===== src/rtl/move_sequencer_pkg.sv =====
// Shared 2048 types: tile exponents, move directions, sequencer states and the
// line/position to board-address mapping.
package pkg_2048;

    localparam int BOARD_N = 4;

    typedef logic [3:0] exp_t;

    typedef enum logic [2:0] {
        NONE  = 3'b000,
        LEFT  = 3'b001,
        RIGHT = 3'b010,
        UP    = 3'b011,
        DOWN  = 3'b100
    } dir_t;

    typedef enum logic [2:0] {
        S_IDLE,
        S_RD,
        S_MRG,
        S_WR,
        S_DONE
    } seq_state_t;

    function automatic logic dir_valid(input logic [2:0] d);
        return (d >= 3'd1) && (d <= 3'd4);
    endfunction

    // p = 0 is the cell tiles slide toward
    function automatic logic [3:0] cell_addr(input dir_t d, input logic [1:0] l,
                                             input logic [1:0] p);
        case (d)
            RIGHT:   return {l, 2'd3 - p};
            UP:      return {p, l};
            DOWN:    return {2'd3 - p, l};
            default: return {l, p};
        endcase
    endfunction

endpackage


===== src/rtl/move_sequencer_if.sv =====
// Start/done handshake, result outputs and board-memory port of the move sequencer.
interface move_sequencer_if #(parameter int SCORE_W = 20);
    import pkg_2048::*;

    logic               start;
    logic [2:0]         dir;
    logic               busy;
    logic               done;
    logic               moved;
    logic               win;
    logic [4:0]         empty_cnt;
    logic [SCORE_W-1:0] score_delta;
    logic [3:0]         rd_addr;
    exp_t               rd_data;
    logic               wr_en;
    logic [3:0]         wr_addr;
    exp_t               wr_data;

    modport master (
        output start, dir, rd_data,
        input  busy, done, moved, win, empty_cnt, score_delta,
               rd_addr, wr_en, wr_addr, wr_data
    );

    modport slave (
        input  start, dir, rd_data,
        output busy, done, moved, win, empty_cnt, score_delta,
               rd_addr, wr_en, wr_addr, wr_data
    );

endinterface


===== src/rtl/move_sequencer_line_merge.sv =====
// Combinational slide-and-merge of one 4-cell line toward position 0; also used
// by the lose check to test whether any move is possible.
module line_merge
    import pkg_2048::*;
#(
    parameter int WIN_EXP = 11
) (
    input  exp_t        cells  [BOARD_N],
    output exp_t        merged [BOARD_N],
    output logic        changed,
    output logic [16:0] score,
    output logic        win,
    output logic [2:0]  zeros
);

    // one spare zero slot so the pair compare at the last position stays in range
    exp_t       comp [BOARD_N+1];
    logic [2:0] n;
    logic [2:0] j;
    logic       skip;
    logic [4:0] up_exp;

    always_comb begin
        for (int i = 0; i <= BOARD_N; i++) comp[i] = '0;
        for (int i = 0; i < BOARD_N; i++) merged[i] = '0;
        n       = '0;
        j       = '0;
        skip    = 1'b0;
        up_exp  = '0;
        score   = '0;
        win     = 1'b0;
        changed = 1'b0;
        zeros   = '0;

        for (int i = 0; i < BOARD_N; i++) begin
            if (cells[i] != '0) begin
                comp[n] = cells[i];
                n = n + 3'd1;
            end
        end

        // a merged tile consumes its partner, so it can never merge again
        for (int i = 0; i < BOARD_N; i++) begin
            up_exp = {1'b0, comp[i]} + 5'd1;
            if (skip) begin
                skip = 1'b0;
            end else if (comp[i] != '0) begin
                if (comp[i] == comp[i+1] && comp[i] != 4'hF) begin
                    merged[j[1:0]] = up_exp[3:0];
                    score = score + (17'd1 << up_exp);
                    win   = win | (up_exp >= 5'(WIN_EXP));
                    skip  = 1'b1;
                end else begin
                    merged[j[1:0]] = comp[i];
                end
                j = j + 3'd1;
            end
        end

        for (int i = 0; i < BOARD_N; i++) begin
            changed = changed | (merged[i] != cells[i]);
            zeros   = zeros + {2'b00, merged[i] == '0};
        end
    end

endmodule


===== src/rtl/move_sequencer.sv =====
// Executes one 2048 move on the board memory, line by line: 4 reads, one merge
// cycle, 4 writes; reports moved/win/score/empty results on done.
module move_sequencer
    import pkg_2048::*;
#(
    parameter int WIN_EXP = 11,
    parameter int SCORE_W = 20
) (
    input logic             clk,
    input logic             rst,
    move_sequencer_if.slave bus
);

    seq_state_t   state;
    dir_t         dir_q;
    logic [1:0]   line_idx;
    logic [2:0]   cnt;
    exp_t         line_buf [BOARD_N];
    exp_t         line_out [BOARD_N];

    exp_t         m_out [BOARD_N];
    logic         m_changed;
    logic [16:0]  m_score;
    logic         m_win;
    logic [2:0]   m_zeros;
    logic [SCORE_W:0] score_sum;

    line_merge #(.WIN_EXP(WIN_EXP)) u_merge (
        .cells   (line_buf),
        .merged  (m_out),
        .changed (m_changed),
        .score   (m_score),
        .win     (m_win),
        .zeros   (m_zeros)
    );

    assign score_sum = {1'b0, bus.score_delta} + (SCORE_W+1)'(m_score);

    always_ff @(posedge clk) begin
        if (rst) begin
            state           <= S_IDLE;
            dir_q           <= LEFT;
            line_idx        <= '0;
            cnt             <= '0;
            bus.busy        <= 1'b0;
            bus.done        <= 1'b0;
            bus.moved       <= 1'b0;
            bus.win         <= 1'b0;
            bus.empty_cnt   <= '0;
            bus.score_delta <= '0;
            bus.rd_addr     <= '0;
            bus.wr_en       <= 1'b0;
            bus.wr_addr     <= '0;
            bus.wr_data     <= '0;
        end else begin
            bus.done <= 1'b0;
            case (state)
                S_IDLE: begin
                    if (bus.start) begin
                        bus.moved       <= 1'b0;
                        bus.win         <= 1'b0;
                        bus.score_delta <= '0;
                        if (dir_valid(bus.dir)) begin
                            dir_q         <= dir_t'(bus.dir);
                            bus.empty_cnt <= '0;
                            line_idx      <= '0;
                            cnt           <= '0;
                            bus.busy      <= 1'b1;
                            bus.rd_addr   <= cell_addr(dir_t'(bus.dir), 2'd0, 2'd0);
                            state         <= S_RD;
                        end else begin
                            // invalid direction: report a no-op move, keep empty_cnt
                            bus.done <= 1'b1;
                            state    <= S_DONE;
                        end
                    end
                end
                S_RD: begin
                    // read data trails its address by one cycle
                    if (cnt != 3'd0) line_buf[cnt[1:0] - 2'd1] <= bus.rd_data;
                    if (cnt < 3'd3) bus.rd_addr <= cell_addr(dir_q, line_idx, cnt[1:0] + 2'd1);
                    if (cnt == 3'd4) begin
                        cnt   <= '0;
                        state <= S_MRG;
                    end else begin
                        cnt <= cnt + 3'd1;
                    end
                end
                S_MRG: begin
                    line_out        <= m_out;
                    bus.moved       <= bus.moved | m_changed;
                    bus.win         <= bus.win | m_win;
                    bus.empty_cnt   <= bus.empty_cnt + 5'(m_zeros);
                    bus.score_delta <= score_sum[SCORE_W] ? '1 : score_sum[SCORE_W-1:0];
                    bus.wr_en       <= 1'b1;
                    bus.wr_addr     <= cell_addr(dir_q, line_idx, 2'd0);
                    bus.wr_data     <= m_out[0];
                    cnt             <= '0;
                    state           <= S_WR;
                end
                S_WR: begin
                    if (cnt == 3'd3) begin
                        bus.wr_en <= 1'b0;
                        cnt       <= '0;
                        if (line_idx == 2'd3) begin
                            bus.busy <= 1'b0;
                            bus.done <= 1'b1;
                            state    <= S_DONE;
                        end else begin
                            line_idx    <= line_idx + 2'd1;
                            bus.rd_addr <= cell_addr(dir_q, line_idx + 2'd1, 2'd0);
                            state       <= S_RD;
                        end
                    end else begin
                        cnt         <= cnt + 3'd1;
                        bus.wr_addr <= cell_addr(dir_q, line_idx, cnt[1:0] + 2'd1);
                        bus.wr_data <= line_out[cnt[1:0] + 2'd1];
                    end
                end
                S_DONE: state <= S_IDLE;
                default: state <= S_IDLE;
            endcase
        end
    end

endmodule


===== src/flat_wrapper.sv =====
// flat-port wrapper written by rule: the top's interface ports become plain ports
module move_sequencer_flat import pkg_2048::*;
#(
    parameter int WIN_EXP = 11,
    parameter int SCORE_W = 20
)
  (clk, rst, bus_start, bus_dir, bus_rd_data, bus_busy, bus_done, bus_moved, bus_win, bus_empty_cnt, bus_score_delta, bus_rd_addr, bus_wr_en, bus_wr_addr, bus_wr_data);
  move_sequencer_if #(.SCORE_W(SCORE_W)) bus_i ();
  input logic clk;
  input logic rst;
  input wire logic [$bits(bus_i.start)-1:0] bus_start;
  input wire logic [$bits(bus_i.dir)-1:0] bus_dir;
  input wire logic [$bits(bus_i.rd_data)-1:0] bus_rd_data;
  output wire logic [$bits(bus_i.busy)-1:0] bus_busy;
  output wire logic [$bits(bus_i.done)-1:0] bus_done;
  output wire logic [$bits(bus_i.moved)-1:0] bus_moved;
  output wire logic [$bits(bus_i.win)-1:0] bus_win;
  output wire logic [$bits(bus_i.empty_cnt)-1:0] bus_empty_cnt;
  output wire logic [$bits(bus_i.score_delta)-1:0] bus_score_delta;
  output wire logic [$bits(bus_i.rd_addr)-1:0] bus_rd_addr;
  output wire logic [$bits(bus_i.wr_en)-1:0] bus_wr_en;
  output wire logic [$bits(bus_i.wr_addr)-1:0] bus_wr_addr;
  output wire logic [$bits(bus_i.wr_data)-1:0] bus_wr_data;
  assign bus_i.start = bus_start;
  assign bus_i.dir = bus_dir;
  assign bus_i.rd_data = bus_rd_data;
  assign bus_busy = bus_i.busy;
  assign bus_done = bus_i.done;
  assign bus_moved = bus_i.moved;
  assign bus_win = bus_i.win;
  assign bus_empty_cnt = bus_i.empty_cnt;
  assign bus_score_delta = bus_i.score_delta;
  assign bus_rd_addr = bus_i.rd_addr;
  assign bus_wr_en = bus_i.wr_en;
  assign bus_wr_addr = bus_i.wr_addr;
  assign bus_wr_data = bus_i.wr_data;
  move_sequencer #(.WIN_EXP(WIN_EXP), .SCORE_W(SCORE_W)) u_core (.clk(clk), .rst(rst), .bus(bus_i));
endmodule

===== config.mk =====
export PLATFORM = sky130hd
export DESIGN_NAME = move_sequencer_flat
export DESIGN_NICKNAME = d
export VERILOG_FILES = /design/src/rtl/move_sequencer_pkg.sv /design/src/rtl/move_sequencer_if.sv /design/src/rtl/move_sequencer_line_merge.sv /design/src/rtl/move_sequencer.sv /design/src/flat_wrapper.sv
export SDC_FILE = /design/constraint.sdc
export NUM_CORES = 1
export LEC_CHECK = 0
export ABC_AREA = 1
export CAP_MARGIN = 20
export CORE_MARGIN = 3
export CORE_UTILIZATION = 59
export DETAILED_ROUTE_END_ITERATION = 7
export DONT_BUFFER_PORTS = 1
export MAX_ROUTING_LAYER = met4
export PLACE_DENSITY_LB_ADDON = 0.2
export SYNTH_ARGS = -nofsm -noshare
export SYNTH_HDL_FRONTEND = slang
export SYNTH_HIERARCHICAL = 1
export SYNTH_SLANG_ARGS = --single-unit

===== constraint.sdc =====
create_clock -name clk -period 11.7 [get_ports clk]
set_clock_uncertainty 0.15 [all_clocks]
set_input_delay 0.585 -clock clk [delete_from_list [all_inputs] [get_ports clk]]
set_output_delay 0.585 -clock clk [all_outputs]
set_load 0.02 [all_outputs]

==> impl_metrics.tcl <==
set metrics [dict create \
    outcome "completed" \
    slew_violations 0 \
    cts_setup_buffers 0 \
    row_count 48 \
    ys.warnings.count 6 \
    cts_buffers 9 \
    grt_pass1_wl_um 48100 \
    max_freq_mhz 94.6 \
    final.fill_count 1659 \
    ir_drop_mv 0.125 \
    place_congestion 1.01 \
    finalWirelength_um 29600 \
    hold_viol_final 0 \
    cts_sinks 85 \
    maxCapViolCount 0 \
    vias_per_cell 5.74 \
    synth.top_cells.by_area "nand2_1 (17%), ha_1 (12%), dfxtp_1 (9.9%)" \
    ant_nets 0 \
    ys_seq_area_frac 0.188 \
    cts_max_level 3 \
    multi_input_area_mm2 0.00770 \
    grt_max_degree 40 \
    rr_worst_depth 54 \
    cts_buffer_depth 2 \
    cp_max_fo 18 \
    setup.worst_path.end "u_core/bus.score_delta[2]$_SDFFE_PP0P_" \
    synth_cell_types 61 \
    antenna_found_initial 0 \
    post-route-period-util 0.904 \
    vias 11000 \
    regArea_mm2 0.00202 \
    crit_type "reg -> reg" \
    setup_tns_ns 0 \
    ys.flop_type "dfxtp_1" \
    startpoint "u_core/line_buf[8]$_DFFE_PP_" \
    cp.arrival_ns 10.67 \
    io_pins 52 \
    placed_cells 1904 \
    die_area_mm2 0.0199 \
    rsz0062_at_grt "no" \
    wl_per_cell_um 15.4 \
    start_util 0.611 \
    reg2reg_to "u_core/bus.score_delta[2]$_SDFFE_PP0P_" \
    synth-async-reset-ratio 0 \
    tightest_slew_ns 0.796 \
    synth_area_mm2 0.0108 \
    drive_above_1_share 0.0867 \
    syn_inst 1704 \
    cp_slowest_stage_delay_ns 0.82 \
    yosys.area.top_type_share 0.167 \
    drt_first_pass_iters 6 \
    timing.rr.start "u_core/line_buf[8]$_DFFE_PP_" \
    clkTransAtPathRegs_ns 0.08 \
    final_cell_mix "nand2_1 (479), inv_1 (208), nor2_1 (164)" \
    dpl.hpwl_um 23900 \
    synth_top_cell_by_area "nand2_1" \
    cp-end-kind "flip-flop" \
    fp.dieH_um 141 \
    gr-total-overflow 0 \
    layout_min_cycle_time_ns 10.57 \
    coreArea_mm2 0.0176 \
    grt_pass1_vias 9972 \
    drt_iter0_drc 861 \
    grtUsageTotal 0.301 \
    layout_commonest_cell "nand2_1" \
    clkLatencyLatePin_ns 0.35 \
    diodes 0 \
    root_buffer "clkbuf_16" \
    synth_area_per_cell_um2 6.31 \
    drc 0 \
    die_w_um 141 \
    cts-resized-gates 0 \
    r2r_slack_ns 1.13 \
    finalSetupViolCount 0 \
    final_cell_count_no_fill 1920 \
    ys_ff_latch 85 \
    fin_util 0.638 \
    slowest_stage "fa_1" \
    portBuffers 0 \
    min-delay-path-class "in -> reg" \
    hold_buffers 0 \
    synth_edf_count 32 \
    areaGrowthSynthToFinish_pct 4.38 \
    synth_nets 1828 \
    cts_tree "yes" \
    power_density_mw_per_mm2 80.6 \
    crit_required_ns 11.79 \
    nNetsFinal 1814 \
    slew_headroom 0.470 \
    leakage_nw 5.86 \
    start_kind "flip-flop" \
]
==> registers in the layout (all words and copies together), names as in the netlist <==
name	flops
u_core/bus.win	1
u_core/bus.score_delta	20
u_core/line_out	16
u_core/bus.done	1
u_core/bus.busy	1
u_core/dir_q	3
u_core/line_buf	16
u_core/line_idx	2
u_core/bus.rd_addr	4
u_core/bus.wr_data	4
u_core/cnt	3
u_core/bus.moved	1
u_core/state	3
u_core/bus.wr_en	1
u_core/bus.empty_cnt	5
u_core/bus.wr_addr	4
==> final cells by class <==
cell class / count / share of cell area
Clock inverter: 6 / 0.00602
Tap cell: 225 / 0.0251
Sequential cell: 85 / 0.180
Clock buffer: 10 / 0.0223
Inverter: 232 / 0.0785
Multi-Input combinational cell: 1360 / 0.686
Timing Repair Buffer: 2 / 0.00167
==> per-layer routing <==
metal	part of all wire	global-route usage	routed length [µm]
met1	0.45	0.401	13400
met5	0	-	0
met2	0.44	0.479	13100
met4	0.028	0.0887	827
met3	0.074	0.0387	2170
==> cells by family (layout without fill, tap and decap cells) <==
logic type | Yosys count | in the layout | share of synthesized area
compound gates | 267 | 267 | 0.145
xor+xnor | 52 | 52 | 0.0431
fa+ha+maj | 114 | 114 | 0.138
buf+inv | 259 | 250 | 0.0963
flops | 85 | 85 | 0.188
simple gates | 927 | 927 | 0.390
==> stage by stage <==
| step | power (mW) | hold WS (ns) | instance area [µm²] | setup slack [ns] |
|---|---|---|---|---|
| 3_5_place_dp | 0.603 | 0.339 | 10900 | 1.28 |
| 3_3_place_gp | 0.597 | 0.334 | 10900 | 1.66 |
| 2_1_floorplan | 0.552 | 0.308 | 10800 | 3.06 |
| 6_report | 0.905 | 0.153 | 11200 | 1.13 |
| 5_1_grt | 0.956 | 0.143 | 11200 | 0.155 |
| 4_1_cts | 0.903 | 0.144 | 11200 | 1.22 |
==> cell usage after synthesis (9+ instances only) <==
library cell	instances
nor4_1	9
nand4_1	13
a21oi_1	89
xor2_1	34
a31oi_1	13
xnor2_1	17
or2_2	10
edfxtp_1	32
nand3_1	120
nand3_2	14
clkbuf_1	12
nand2_2	31
nand2_1	479
nor2_2	15
o21ai_0	105
nor2_1	165
ha_1	107
inv_1	208
inv_2	18
nor3_1	43
dfxtp_1	53
==> worst max-delay path: cells and delay by family, from the launching register on <==
family | cells | cell delay [ns]
XOR/XNOR | 3 | 0.41
adder cells (fa/ha/maj) | 7 | 2.70
AND/OR/NAND/NOR | 20 | 2.97
AO/OA/AOI/OAI | 18 | 3.15
flip-flops | 1 | 0.44
buffers and inverters | 6 | 0.60
==> worst min path at each step <==
stage / startpoint / endpoint / slack (ns) / cells after the start
2_1_floorplan: u_core/dir_q[1]$_SDFFE_PP0P_ / u_core/dir_q[1]$_SDFFE_PP0P_ / 0.31 / 2
3_3_place_gp: u_core/dir_q[1]$_SDFFE_PP0P_ / u_core/dir_q[1]$_SDFFE_PP0P_ / 0.33 / 2
3_5_place_dp: u_core/dir_q[1]$_SDFFE_PP0P_ / u_core/dir_q[1]$_SDFFE_PP0P_ / 0.34 / 2
4_1_cts: rst / u_core/cnt[1]$_SDFFE_PP0P_ / 0.14 / 1
5_1_grt: rst / u_core/cnt[0]$_SDFFE_PP0P_ / 0.14 / 1
6_report: rst / u_core/state[1]$_SDFFE_PP0P_ / 0.15 / 1
==> where the power goes <==
group          switching [mW]  total [mW]  internal [mW]
registers              0.0464       0.385          0.339
logic                   0.150       0.216         0.0659
clock network           0.138       0.303          0.165
total                   0.335       0.905          0.570
Note: power is estimated with default switching activity, not from simulation.
